## config.mk

```make
export PLATFORM = sky130hd
export DESIGN_NAME = ternary_mm_driver
export DESIGN_NICKNAME = d
export VERILOG_FILES = /design/src/rtl/tmm_pkg.sv /design/src/rtl/tmm_result_collector.sv /design/src/rtl/ternary_mm_driver.sv
export SDC_FILE = /design/constraint.sdc
export NUM_CORES = 1
export LEC_CHECK = 0
export CAP_MARGIN = 20
export CELL_PAD_IN_SITES_DETAIL_PLACEMENT = 2
export CELL_PAD_IN_SITES_GLOBAL_PLACEMENT = 2
export CORE_ASPECT_RATIO = 0.75
export CORE_MARGIN = 2
export CORE_UTILIZATION = 26
export CTS_CLUSTER_SIZE = 40
export DETAILED_ROUTE_END_ITERATION = 16
export HOLD_SLACK_MARGIN = 0.08
export PLACE_DENSITY = 0.93
export REMOVE_ABC_BUFFERS = 1
export SETUP_SLACK_MARGIN = 0.15
export SLEW_MARGIN = 20
export SYNTH_ARGS = -nofsm -noshare
export SYNTH_HDL_FRONTEND = slang
export SYNTH_SLANG_ARGS = --single-unit
```

## constraint.sdc

```tcl
create_clock -name clk -period 5.1 [get_ports clk]
set_clock_uncertainty 0.1 [all_clocks]
set_input_delay 0.765 -clock clk [delete_from_list [all_inputs] [get_ports clk]]
set_output_delay 0.765 -clock clk [all_outputs]
set_load 0.1 [all_outputs]
```

## src/rtl/tmm_pkg.sv

```systemverilog
// Shared definitions for the ternary matrix-multiply array driver.
// Holds the weight code points, the on-pin encodings, the driver FSM states
// and the default readout length.
package tmm_pkg;

  localparam int unsigned DEF_N_RESULTS = 16;
  localparam int unsigned SLOTS         = 4;

  // Host-side two's-complement weight codes
  localparam logic [1:0] W_ZERO    = 2'b00;
  localparam logic [1:0] W_POS     = 2'b01;
  localparam logic [1:0] W_ILLEGAL = 2'b10;
  localparam logic [1:0] W_NEG     = 2'b11;

  // Encodings presented on the array's weight pins
  localparam logic [1:0] ENC_ZERO = 2'b00;
  localparam logic [1:0] ENC_POS  = 2'b01;
  localparam logic [1:0] ENC_NEG  = 2'b11;

  typedef enum logic [1:0] {
    STREAM  = 2'd0,
    PULSE   = 2'd1,
    COLLECT = 2'd2
  } state_t;

  // Map one host weight slot to its pin encoding; the illegal code becomes zero
  function automatic logic [1:0] enc_slot(input logic [1:0] w);
    case (w)
      W_POS:   enc_slot = ENC_POS;
      W_NEG:   enc_slot = ENC_NEG;
      default: enc_slot = ENC_ZERO;
    endcase
  endfunction

endpackage

```

## src/rtl/tmm_result_collector.sv

```systemverilog
// Result collector: counts edges after the enable pulse, samples res_in inside
// the readout window and emits the indexed result stream.
// Ports: clk, rst_n (sync, active-low); start (edge before pulse end);
//        res_in (array pins); done_c (comb, final sample edge);
//        res_valid/res_data/res_index/res_last (registered result stream).
module tmm_result_collector
  import tmm_pkg::*;
#(
  parameter int unsigned N_RESULTS = DEF_N_RESULTS,
  parameter int unsigned RD_LAT    = 1
) (
  input  logic                         clk,
  input  logic                         rst_n,
  input  logic                         start,
  input  logic [7:0]                   res_in,
  output logic                         done_c,
  output logic                         res_valid,
  output logic [7:0]                   res_data,
  output logic [$clog2(N_RESULTS)-1:0] res_index,
  output logic                         res_last
);

  localparam int unsigned IDX_W   = $clog2(N_RESULTS);
  localparam int unsigned END_CNT = RD_LAT + N_RESULTS - 1;
  localparam int unsigned CNT_W   = $clog2(END_CNT + 1);

  logic             active;
  logic [CNT_W-1:0] cnt;     // edge offset from the end of the pulse
  logic             sample_c;

  // cnt holds the offset of the upcoming edge while active
  always_comb begin
    sample_c = active && (cnt >= CNT_W'(RD_LAT));
    done_c   = active && (cnt == CNT_W'(END_CNT));
  end

  always_ff @(posedge clk) begin
    if (!rst_n) begin
      active    <= 1'b0;
      cnt       <= '0;
      res_valid <= 1'b0;
      res_data  <= '0;
      res_index <= '0;
      res_last  <= 1'b0;
    end else begin
      res_valid <= sample_c;
      res_last  <= done_c;
      if (sample_c) begin
        res_data  <= res_in;
        res_index <= IDX_W'(cnt - CNT_W'(RD_LAT));
      end
      if (start) begin
        active <= 1'b1;
        cnt    <= '0;
      end else if (active) begin
        cnt <= cnt + CNT_W'(1);
        if (done_c) active <= 1'b0;
      end
    end
  end

endmodule

```

## src/rtl/ternary_mm_driver.sv

```systemverilog
// Host-to-array driver for a ternary matrix-multiply tile.
// Streams encoded weight/activation beats onto the array pins, issues a
// one-cycle low enable to start readout, then collects N_RESULTS bytes.
// Ports: clk, rst_n (sync, active-low); in_* host beat handshake;
//        ui_o/uio_o/ena_o array drive pins; res_in array result pins;
//        res_* result stream; slice_o parity mirror; err_illegal sticky flag.
module ternary_mm_driver
  import tmm_pkg::*;
#(
  parameter int unsigned N_RESULTS = DEF_N_RESULTS,
  parameter int unsigned RD_LAT    = 1
) (
  input  logic                         clk,
  input  logic                         rst_n,
  input  logic                         in_valid,
  output logic                         in_ready,
  input  logic [7:0]                   in_weights,
  input  logic [7:0]                   in_act,
  input  logic                         in_last,
  output logic [7:0]                   ui_o,
  output logic [7:0]                   uio_o,
  output logic                         ena_o,
  input  logic [7:0]                   res_in,
  output logic                         res_valid,
  output logic [7:0]                   res_data,
  output logic [$clog2(N_RESULTS)-1:0] res_index,
  output logic                         res_last,
  output logic                         slice_o,
  output logic                         err_illegal
);

  state_t     state, state_nx;
  logic       in_ready_nx, ena_nx, err_nx, slice_nx;
  logic [7:0] ui_nx, uio_nx, enc_c;
  logic       illegal_c, accept_c, start_c, done_c;

  // Per-slot weight encoding and illegal-code detection
  always_comb begin
    enc_c     = '0;
    illegal_c = 1'b0;
    for (int k = 0; k < SLOTS; k++) begin
      enc_c[2*k +: 2] = enc_slot(in_weights[2*k +: 2]);
      if (in_weights[2*k +: 2] == W_ILLEGAL) illegal_c = 1'b1;
    end
  end

  // Next state and next pin values; bubble unless a beat or pulse is due
  always_comb begin
    state_nx = state;
    ui_nx    = '0;
    uio_nx   = '0;
    ena_nx   = 1'b1;
    err_nx   = err_illegal;
    start_c  = 1'b0;
    slice_nx = ~slice_o;
    accept_c = in_valid && in_ready;
    case (state)
      STREAM: begin
        if (accept_c) begin
          ui_nx  = enc_c;
          uio_nx = in_act;
          err_nx = err_illegal | illegal_c;
          if (in_last) state_nx = PULSE;
        end
      end
      PULSE: begin
        // Last beat is on the pins now; the low enable follows it directly
        ena_nx   = 1'b0;
        start_c  = 1'b1;
        state_nx = COLLECT;
      end
      COLLECT: begin
        if (done_c) state_nx = STREAM;
      end
      default: state_nx = STREAM;
    endcase
    in_ready_nx = (state_nx == STREAM);
  end

  always_ff @(posedge clk) begin
    if (!rst_n) begin
      state       <= STREAM;
      in_ready    <= 1'b0;
      ui_o        <= '0;
      uio_o       <= '0;
      ena_o       <= 1'b1;
      slice_o     <= 1'b0;
      err_illegal <= 1'b0;
    end else begin
      state       <= state_nx;
      in_ready    <= in_ready_nx;
      ui_o        <= ui_nx;
      uio_o       <= uio_nx;
      ena_o       <= ena_nx;
      slice_o     <= slice_nx;
      err_illegal <= err_nx;
    end
  end

  tmm_result_collector #(
    .N_RESULTS (N_RESULTS),
    .RD_LAT    (RD_LAT)
  ) u_collector (
    .clk       (clk),
    .rst_n     (rst_n),
    .start     (start_c),
    .res_in    (res_in),
    .done_c    (done_c),
    .res_valid (res_valid),
    .res_data  (res_data),
    .res_index (res_index),
    .res_last  (res_last)
  );

endmodule
```

# Word level (Yosys, flattened, before mapping)
# Cells that the tools add are included.
[totals] wordCells=59 ff_bits=42 in_bits=28
[op_classes] n_reduce_logical=8 n_eq_ne=15 bitwise=3 n_addsub=2 order_cmp=1 muxes=17
[ops] op="$eq A2 B2 Y1 const B" n=9
[ops] op="$pmux W2 S2" n=4
[ops] op="$eq A2 B1 Y1 const B" n=5
[ops] op="$mux W1" n=9
[ops] op="$mux W2" n=3
[ops] op="$pmux W2 S3" n=1
[ops] op="$add A5 B1 Y5 const B" n=1
[ops] op="$eq A5 B5 Y1 const B" n=1
[ops] op="$ge A5 B1 Y1 const B" n=1
[ops] op="$logic_not A2 Y1" n=2
[ops] op="$sub A4 B1 Y4 const B" n=1
[ops] op="$logic_and A1 B1 Y1" n=3
[ops] op="$reduce_and A3 Y1" n=1
[ops] op="$not A1 Y1" n=2
[ops] op="$reduce_and A2 Y1" n=1
[ops] op="$reduce_or A2 Y1" n=1
[ops] op="$or A1 B1 Y1" n=1

# Longest topological paths before layout
# Gate-level depths: netlist of the first run.
[logic_depth] depth_word=6 depth_mapped=5

# Modules after synthesis
# From an unflattened synthesis of the first run, not the netlist that was laid out.
[hier_totals] hier_cells=152 hier_area_um2=1560.2
[by_module_without_submodules] module="tmm_result_collector" area_per_inst_um2=882.1 cells_each=95 instances=1
[by_module_without_submodules] module="ternary_mm_driver" area_per_inst_um2=678.2 cells_each=57 instances=1

# Least setup slack after synthesis of the first run
# No wires, ideal clock.
[synth_path] path_type="reg-to-reg" from="reg in_ready" to="reg state[0]" path_stages_with_launch=5 required_time_ps=4941 t_arrival_ps=1873 setup_ps=59 setup_slack_ps=3068 path_buffers=1 cell_sequence="dfxtp_1 > nand2_1 > nor3_1 > clkbuf_1 > and2_1"
[synth_via] elab_chain_len=3
[synth_lines] element="start: declaration" line="ternary_mm_driver.sv:16" rtl="output logic in_ready,"
[synth_lines] element="start signal: assignment" line="ternary_mm_driver.sv:91" rtl="in_ready <= in_ready_nx;"
[synth_lines] element="$logic_and A1 B1 Y1" line="ternary_mm_driver.sv:56" rtl="accept_c = in_valid && in_ready;"
[synth_lines] element="$mux W2" line="ternary_mm_driver.sv:59" rtl="if (accept_c) begin"
[synth_lines] element="$pmux W2 S3" line="ternary_mm_driver.sv:57" rtl="case (state)"
[synth_lines] element="end signal: assignment" line="ternary_mm_driver.sv:90" rtl="state <= state_nx;"
[synth_lines] element="end: declaration" line="ternary_mm_driver.sv:32" rtl="state_t state, state_nx;"
# Every way passes these cells.
# A chain may end at the register's enable or synchronous reset.

# Worst setup path in the final report of the first run
[layout_path] from="reg in_ready" to="out in_ready"
# No word-level cell between the ends.

==> results of run 1 <==
[routing by layer]
layer	GRT usage, %	wire length [um]	vias to the layer above
li1	-	-	610
met1	14.7	1690	602
met2	22.8	2110	47
met3	6.47	359	4
met4	3.65	50	0
met5	0	0	-
[per-stage QoR]
stage	instances	utilization [%]	hold slack (ns)
after floorplan	140	-	0.349
after global placement	281	38.4	0.307
after detailed placement	281	38.4	0.316
after CTS	289	39.9	0.329
after global routing	289	39.9	0.361
final	289	39.9	0.331
[cells by family after synthesis]
logic type                 share of synthesized area, %
and+or+nand+nor                                    20.7
xor gates and xnor gates                           2.88
buffers and inverters                              3.71
AOI/OAI and AO/OA                                  6.18
DFF                                                55.4
muxes                                              7.91
adders and majority gates                          3.30
[power by group]
| part | internal, W | total [W] | switching [W] |
|---|---|---|---|
| sequential | 0.000335 | 0.000340 | 0.00000505 |
| clock | 0.0000966 | 0.000214 | 0.000117 |
| combinational | 0.0000365 | 0.0000971 | 0.0000606 |
[cells in the mapped netlist]
master	n	share of area [%]
nand2b_1	5	2.1
nor3_1	1	0.33
nand3_1	1	0.33
o31a_1	1	0.58
dfxtp_1	42	55
a31o_2	1	0.58
o311a_1	1	0.66
ha_1	4	3.3
nor2_1	5	1.2
inv_1	4	0.99
o31ai_1	1	0.49
nand2_1	25	6.2
o2111ai_1	1	0.58
xor2_1	4	2.3
or4_4	1	0.74
nand4_1	2	0.82
nor4bb_1	1	0.66
mux2i_1	12	7.9
nand3b_1	1	0.49
o211a_1	1	0.66
nor2b_1	1	0.41
and2_1	13	5.4
a311oi_1	1	0.58
clkbuf_1	5	1.2
xnor2_1	1	0.58
a21o_1	1	0.49
o21ai_0	3	0.99
and3_1	5	2.1
buf_6	2	1.5
a22o_1	1	0.58
[registers in the layout, indices dropped and copies added, names as in the netlist]
signal and flops:
in_ready 1, u_collector.cnt 5, ena_o 1, u_collector.res_index 4, uio_o 8, err_illegal 1
state 2, u_collector.res_last 1, u_collector.res_data 8, ui_o 8, u_collector.active 1, slice_o 1
u_collector.res_valid 1
[final cells by class]
cell class	instances	area, um^2	share of cell area (%)
multi-input combinational	94	622	27.2
timing repair buffer	63	626	27.4
inverter	4	15.0	0.656
clock buffer	6	72.6	3.17
clock inverter	2	13.8	0.602
sequential	42	841	36.8
tap	78	97.6	4.27
[worst paths after layout]
kind	from	endpoint	depth (start not counted)
hold reg to reg	slice_o	slice_o	1
hold / removal	slice_o	slice_o	1
setup reg to reg	u_collector.cnt[0]	u_collector.res_index[3]	3
setup / recovery	in_ready	in_ready	1
[worst register-to-register path, cell delays in order (launching register included)]
cell     delay (ns)
dfxtp_1        0.40
or4_4          0.58
o31a_1         0.50
o211a_1        0.32
==> summary.txt, run 1 <==
Drt
  – DR WL/cell: approximately 15 um
  – Post-DRT Antenna Nets: 0
  – DRC: 0
  – DR iter-0 viols: 26
  – Via density: between 4 and 5
  – Drt pass-1 iters: 2
  – Vias: 1263
  – Total wire length: ~4200 um

Power and ir drop
  – VDD IR max: ~0.11 mV
  – Overall power: between 0.0006 and 0.0007 W
  – Pwr/cell area: 284 nW/um^2
  – Leak: roughly 0.90 nW

Place
  – Placed Area: between 2000 and 2500 um^2
  – Gpl congestion: about 0.7
  – Post-DP HPWL: about 3300 um
  – Port-buffer cells: 61
  – DP Worst Slack: about 2.6 ns

Run
  – Max-Cap Viols: 0

Clock tree
  – Cts bufs inserted: 5
  – CTS sink cnt: between 40 and 50
  – H-tree Lvls: 2
  – Worst skew pair latency: 0.30 ns
  – Hold-fix buffers, CTS: 0
  – Clock-pin slew on the worst setup and hold paths: ~0.080 ns
  – # resized after CTS: 0
  – CTS Buffer Depth: 2
  – CTS tree: done
  – Root buf cell: clkbuf_8
  – Setup Buffers After CTS: 0

Finish
  – Nets: 242
  – Ratio of cells with drive above 1 in the final layout: about 5.2%
  – Area Growth Syn to Fin: 50.6%
  – Layout filler cell count: between 600 and 700
  – Fin area: around 2300 um^2
  – Commonest non-fill, non-tap cell in the layout: clkdlybuf4s50_1
  – Most frequent cells in the layout: clkdlybuf4s50_1, dfxtp_1, nand2_1
  – Diode count: 0

Run status
  – Status: finished, final reports clean

Setup path
  – Worst Path Max Fanout: 3
  – CP delay by family, top: buffers and inverters
  – Crit Path Class: reg2out
  – R2R Setup Slk: 3.10 ns
  – Crit-path cells: clkdlybuf4s50_1
  – CP max stage cell: clkdlybuf4s50_1
  – Crit path DAT: around 1.9 ns
  – Crit-path max cell delay: about 1.2 ns
  – Crit start category: flop
  – Worst Path Buf+Inv: 1
  – Worst setup EP type: primary output
  – CP Data Required Time: between 4 and 5 ns

Logic synthesis
  – Yosys Warn Count: 0
  – Mapped Cells: around 150
  – Sequential area share after synthesis: between 50% and 60%
  – Syn Std Cell Area: around 1500 um^2
  – Yosys cell types: 30
  – Synthesis-stage register bit count: 42
  – Post-Syn Area per Cell: roughly 10 um^2

Timing
  – Setup violators final: 0
  – Max Freq: between 300 and 400 MHz
  – Post-Route Setup TNS: 0 ns
  – Fin crit share: a little over half
  – Crit path time final: between 2 and 3 ns
  – Slew Viols, Final: 0
  – Worst relative slew slack: 32.3%
  – Final Worst Setup Slack: around 2.4 ns
  – Final Hold Vio Count: 0
  – Measured slew at the worst slew-check pin: ~1.0 ns
  – RSZ-0062 raised after global routing: no

GRT
  – Antenna violations before repair: 0
  – GRT Total Usage: roughly an eighth
  – Vias in the first global route: approximately 1.3k
  – GR Overflow Total: 0
  – First-pass GRT wire length: approximately 6600 um
  – Largest net degree at the start of global routing: 24

Floorplan
  – Die W: ~92 um
  – Core area: roughly 5700 um^2
  – Starting Density: between 20% and 30%
  – Die ar.: 6480 um^2
  – Io pins: a little over 60
  – Die Y: ~70 um
  – # rows: 24

Hold path
  – Hold WC Path Type: reg2reg
Power figures use the tool's default switching activity.
==> run 2, diff against run 1 <==
--- a/config.mk
+++ b/config.mk
@@ -10,11 +10,11 @@
 export CELL_PAD_IN_SITES_GLOBAL_PLACEMENT = 2
 export CORE_ASPECT_RATIO = 0.75
 export CORE_MARGIN = 2
-export CORE_UTILIZATION = 26
+export CORE_UTILIZATION = 22
 export CTS_CLUSTER_SIZE = 40
 export DETAILED_ROUTE_END_ITERATION = 16
 export HOLD_SLACK_MARGIN = 0.08
-export PLACE_DENSITY = 0.93
+export PLACE_DENSITY = 0.85
 export REMOVE_ABC_BUFFERS = 1
 export SETUP_SLACK_MARGIN = 0.15
 export SLEW_MARGIN = 20
==> constraint.sdc (replaced) <==
create_clock -name clk -period 2.2 [get_ports clk]
set_clock_uncertainty 0.1 [all_clocks]
set_input_delay 0.33 -clock clk [delete_from_list [all_inputs] [get_ports clk]]
set_output_delay 0.33 -clock clk [all_outputs]
set_load 0.1 [all_outputs]
==> run 2 against run 1 <==
  * Routed wire length fell by 5.1%
  * Hold slack got worse by 0.0045 ns
  * Setup slack lost 2.1 ns
  * Count of clock-buffer cells in the layout rose by 1
  * Critical path depth increased by 2
  * Via count about the same
  * Combinational power grew 130%
  * Register-to-register slack got worse by 2.8 ns
  * Utilization down 7.1 points
  * Die area up 17%
  * Critical endpoint is now u_collector.res_index[3]
==> summary.txt, run 2 (synthesis results as in run 1) <==
Hold path
  – Hold path cells: 1 (unchanged)
  – Hold WC Path Type: reg2reg

Clock tree
  – CTS sink cnt: 42 (unchanged)
  – Setup Buffers After CTS: 0 (unchanged)
  – Clock-pin slew on the worst setup and hold paths: 0.08 ns (about the same)
  – # resized after CTS: 0 (unchanged)
  – CTS Buffer Depth: 2 (unchanged)
  – Cts bufs inserted: 5 (unchanged)
  – Hold-fix buffers, CTS: 0 (unchanged)
  – Root buf cell: clkbuf_8
  – Worst skew pair latency: 0.29 ns (about the same)
  – H-tree Lvls: 2 (unchanged)
  – CTS tree: done

Floorplan
  – Starting Density: 22.6% (-3.9 points)
  – Core area: 6730 um^2 (+17%)
  – Io pins: 62 (unchanged)
  – Die ar.: 7590 um^2 (+17%)
  – Die Y: 76.0 um (+8.2%)
  – Die W: 99.9 um (+8.3%)
  – # rows: 26 (+8.3%)

Setup path
  – CP max stage cell: or4_4
  – CP delay by family, top: compound AO/OA/AOI/OAI gates
  – Crit Path Class: reg2reg
  – Crit path DAT: 1.96 ns (+0.11 ns)
  – Crit-path cells: or4_4 -> o31a_2 -> o211a_1
  – Worst setup EP type: flop
  – CP Data Required Time: 2.28 ns (-1.96 ns)
  – Crit start category: flop
  – Worst Path Max Fanout: 12 (+9)
  – Worst path depth: 3 (+2)
  – Crit-path max cell delay: 0.57 ns (-0.59 ns)
  – Worst Path Buf+Inv: 0 (-1)
  – Worst R2R Path Depth: 3 (unchanged)

Drt
  – DR WL/cell: 13.5 um (-7.1%)
  – DRC: 0 (unchanged)
  – Vias: 1262 (-0.079%)
  – Via density: 4.28 (-2.1%)
  – Total wire length: 4000 um (-5.1%)
  – DR iter-0 viols: 35 (+35%)
  – Drt pass-1 iters: 2 (unchanged)
  – Post-DRT Antenna Nets: 0 (unchanged)

Power and ir drop
  – VDD IR max: 0.256 mV (+130%)
  – Pwr/cell area: 667 nW/um^2 (+130%)
  – Leak: 0.959 nW (+7.1%)

Finish
  – Diode count: 0 (unchanged)
  – Commonest non-fill, non-tap cell in the layout: dfxtp_1
  – Ratio of cells with drive above 1 in the final layout: 21.3% (+16 points)
  – Nets: 243 (+0.41%)
  – Post-Layout Cell Count: 295 (+2.1%)
  – Most frequent cells in the layout: dfxtp_1, buf_4, clkdlybuf4s50_1
  – Biggest regs: u_collector.res_data x8, ui_o x8, uio_o x8
  – Area Growth Syn to Fin: 45.4%
  – Layout filler cell count: 759 (+24%)

Timing
  – Measured slew at the worst slew-check pin: 0.600 ns (-0.413 ns)
  – Worst relative slew slack: 59.6% (+27 points)
  – Final Hold Vio Count: 0 (unchanged)
  – RSZ-0062 raised after global routing: no
  – Post-Route Setup TNS: 0 ns (unchanged)
  – Crit path time final: ~1.9 ns
  – Setup violators final: 0 (unchanged)
  – Slew Viols, Final: 0 (unchanged)
  – Max Freq: ~530 MHz
  – Fin crit share: 85.7%

Place
  – Dpl cells: 288 (+2.5%)
  – Gpl congestion: 0.688 (-0.81%)
  – Port-buffer cells: 61 (unchanged)
  – Post-DP HPWL: 3030 um (-7.4%)

GRT
  – Antenna violations before repair: 0 (unchanged)
  – Vias in the first global route: 1388 (+3.0%)
  – GRT Total Usage: 11.3% (-2.1 points)
  – First-pass GRT wire length: 6750 um (+2.0%)
  – GR Overflow Total: 0 (unchanged)
  – Largest net degree at the start of global routing: 33 (+38%)

Run status
  – Status: finished, final reports clean

Run
  – Max-Cap Viols: 0 (unchanged)
-- run 2: cell count changes in the layout (fill, tap and decap cells not counted), sizes merged --
cell           before  now
clkdlybuf4s50      61   27
buf                 2   37
clkbuf              6    7
clkinv              2    0
-- run 2: power breakdown --
part	total, W	switching, W	internal [W]
combinational	0.000221	0.000140	0.0000807
clock	0.000466	0.000247	0.000219
sequential	0.000785	0.00000917	0.000776
-- run 2: path summary, 6_finish.rpt --
| check | slack [ns] | start | to |
|---|---|---|---|
| min | 0.33 | slice_o | slice_o |
| min reg2reg | 0.33 | slice_o | slice_o |
| max reg2reg | 0.32 | u_collector.cnt[0] | u_collector.res_index[3] |
| max | 0.32 | u_collector.cnt[0] | u_collector.res_index[3] |
-- run 2: worst register-to-register path, cell delays in order, from the launching register on --
cell	delay, ns
dfxtp_1	0.38
or4_4	0.57
o31a_2	0.46
o211a_1	0.26
-- run 2: final cells by class --
cell class                      instances  area [um^2]  area share [%]
Sequential cell                        42          841            38.1
Timing Repair Buffer                   64          548            24.8
Tap cell                               84          105            4.76
Inverter                                4         15.0           0.680
Clock buffer                            7         76.3            3.46
Multi-Input combinational cell         94          623            28.2
-- run 2: layer usage --
| layer | vias to the layer above | part of all wire (%) | global-route usage [%] |
|---|---|---|---|
| li1 | 618 | - | - |
| met1 | 604 | 47 | 14.1 |
| met2 | 36 | 47 | 18.7 |
| met3 | 4 | 6.0 | 3.87 |
| met4 | 0 | 0.75 | 2.47 |
| met5 | - | 0 | 0 |
-- run 2: stage by stage --
stage | hold slack, ns | setup slack (ns) | util [%] | power [W] | area (um^2)
3_3_place_gp | 0.303 | 0.269 | 31.6 | 0.00102 | 2130
3_5_place_dp | 0.327 | 0.225 | 31.6 | 0.00103 | 2130
4_1_cts | 0.339 | 0.203 | 32.8 | 0.00150 | 2210
5_1_grt | 0.369 | 0.247 | 32.8 | 0.00155 | 2210
6_report | 0.326 | 0.315 | 32.8 | 0.00147 | 2210
2_1_floorplan | 0.346 | 0.0426 | - | 0.000931 | 1480
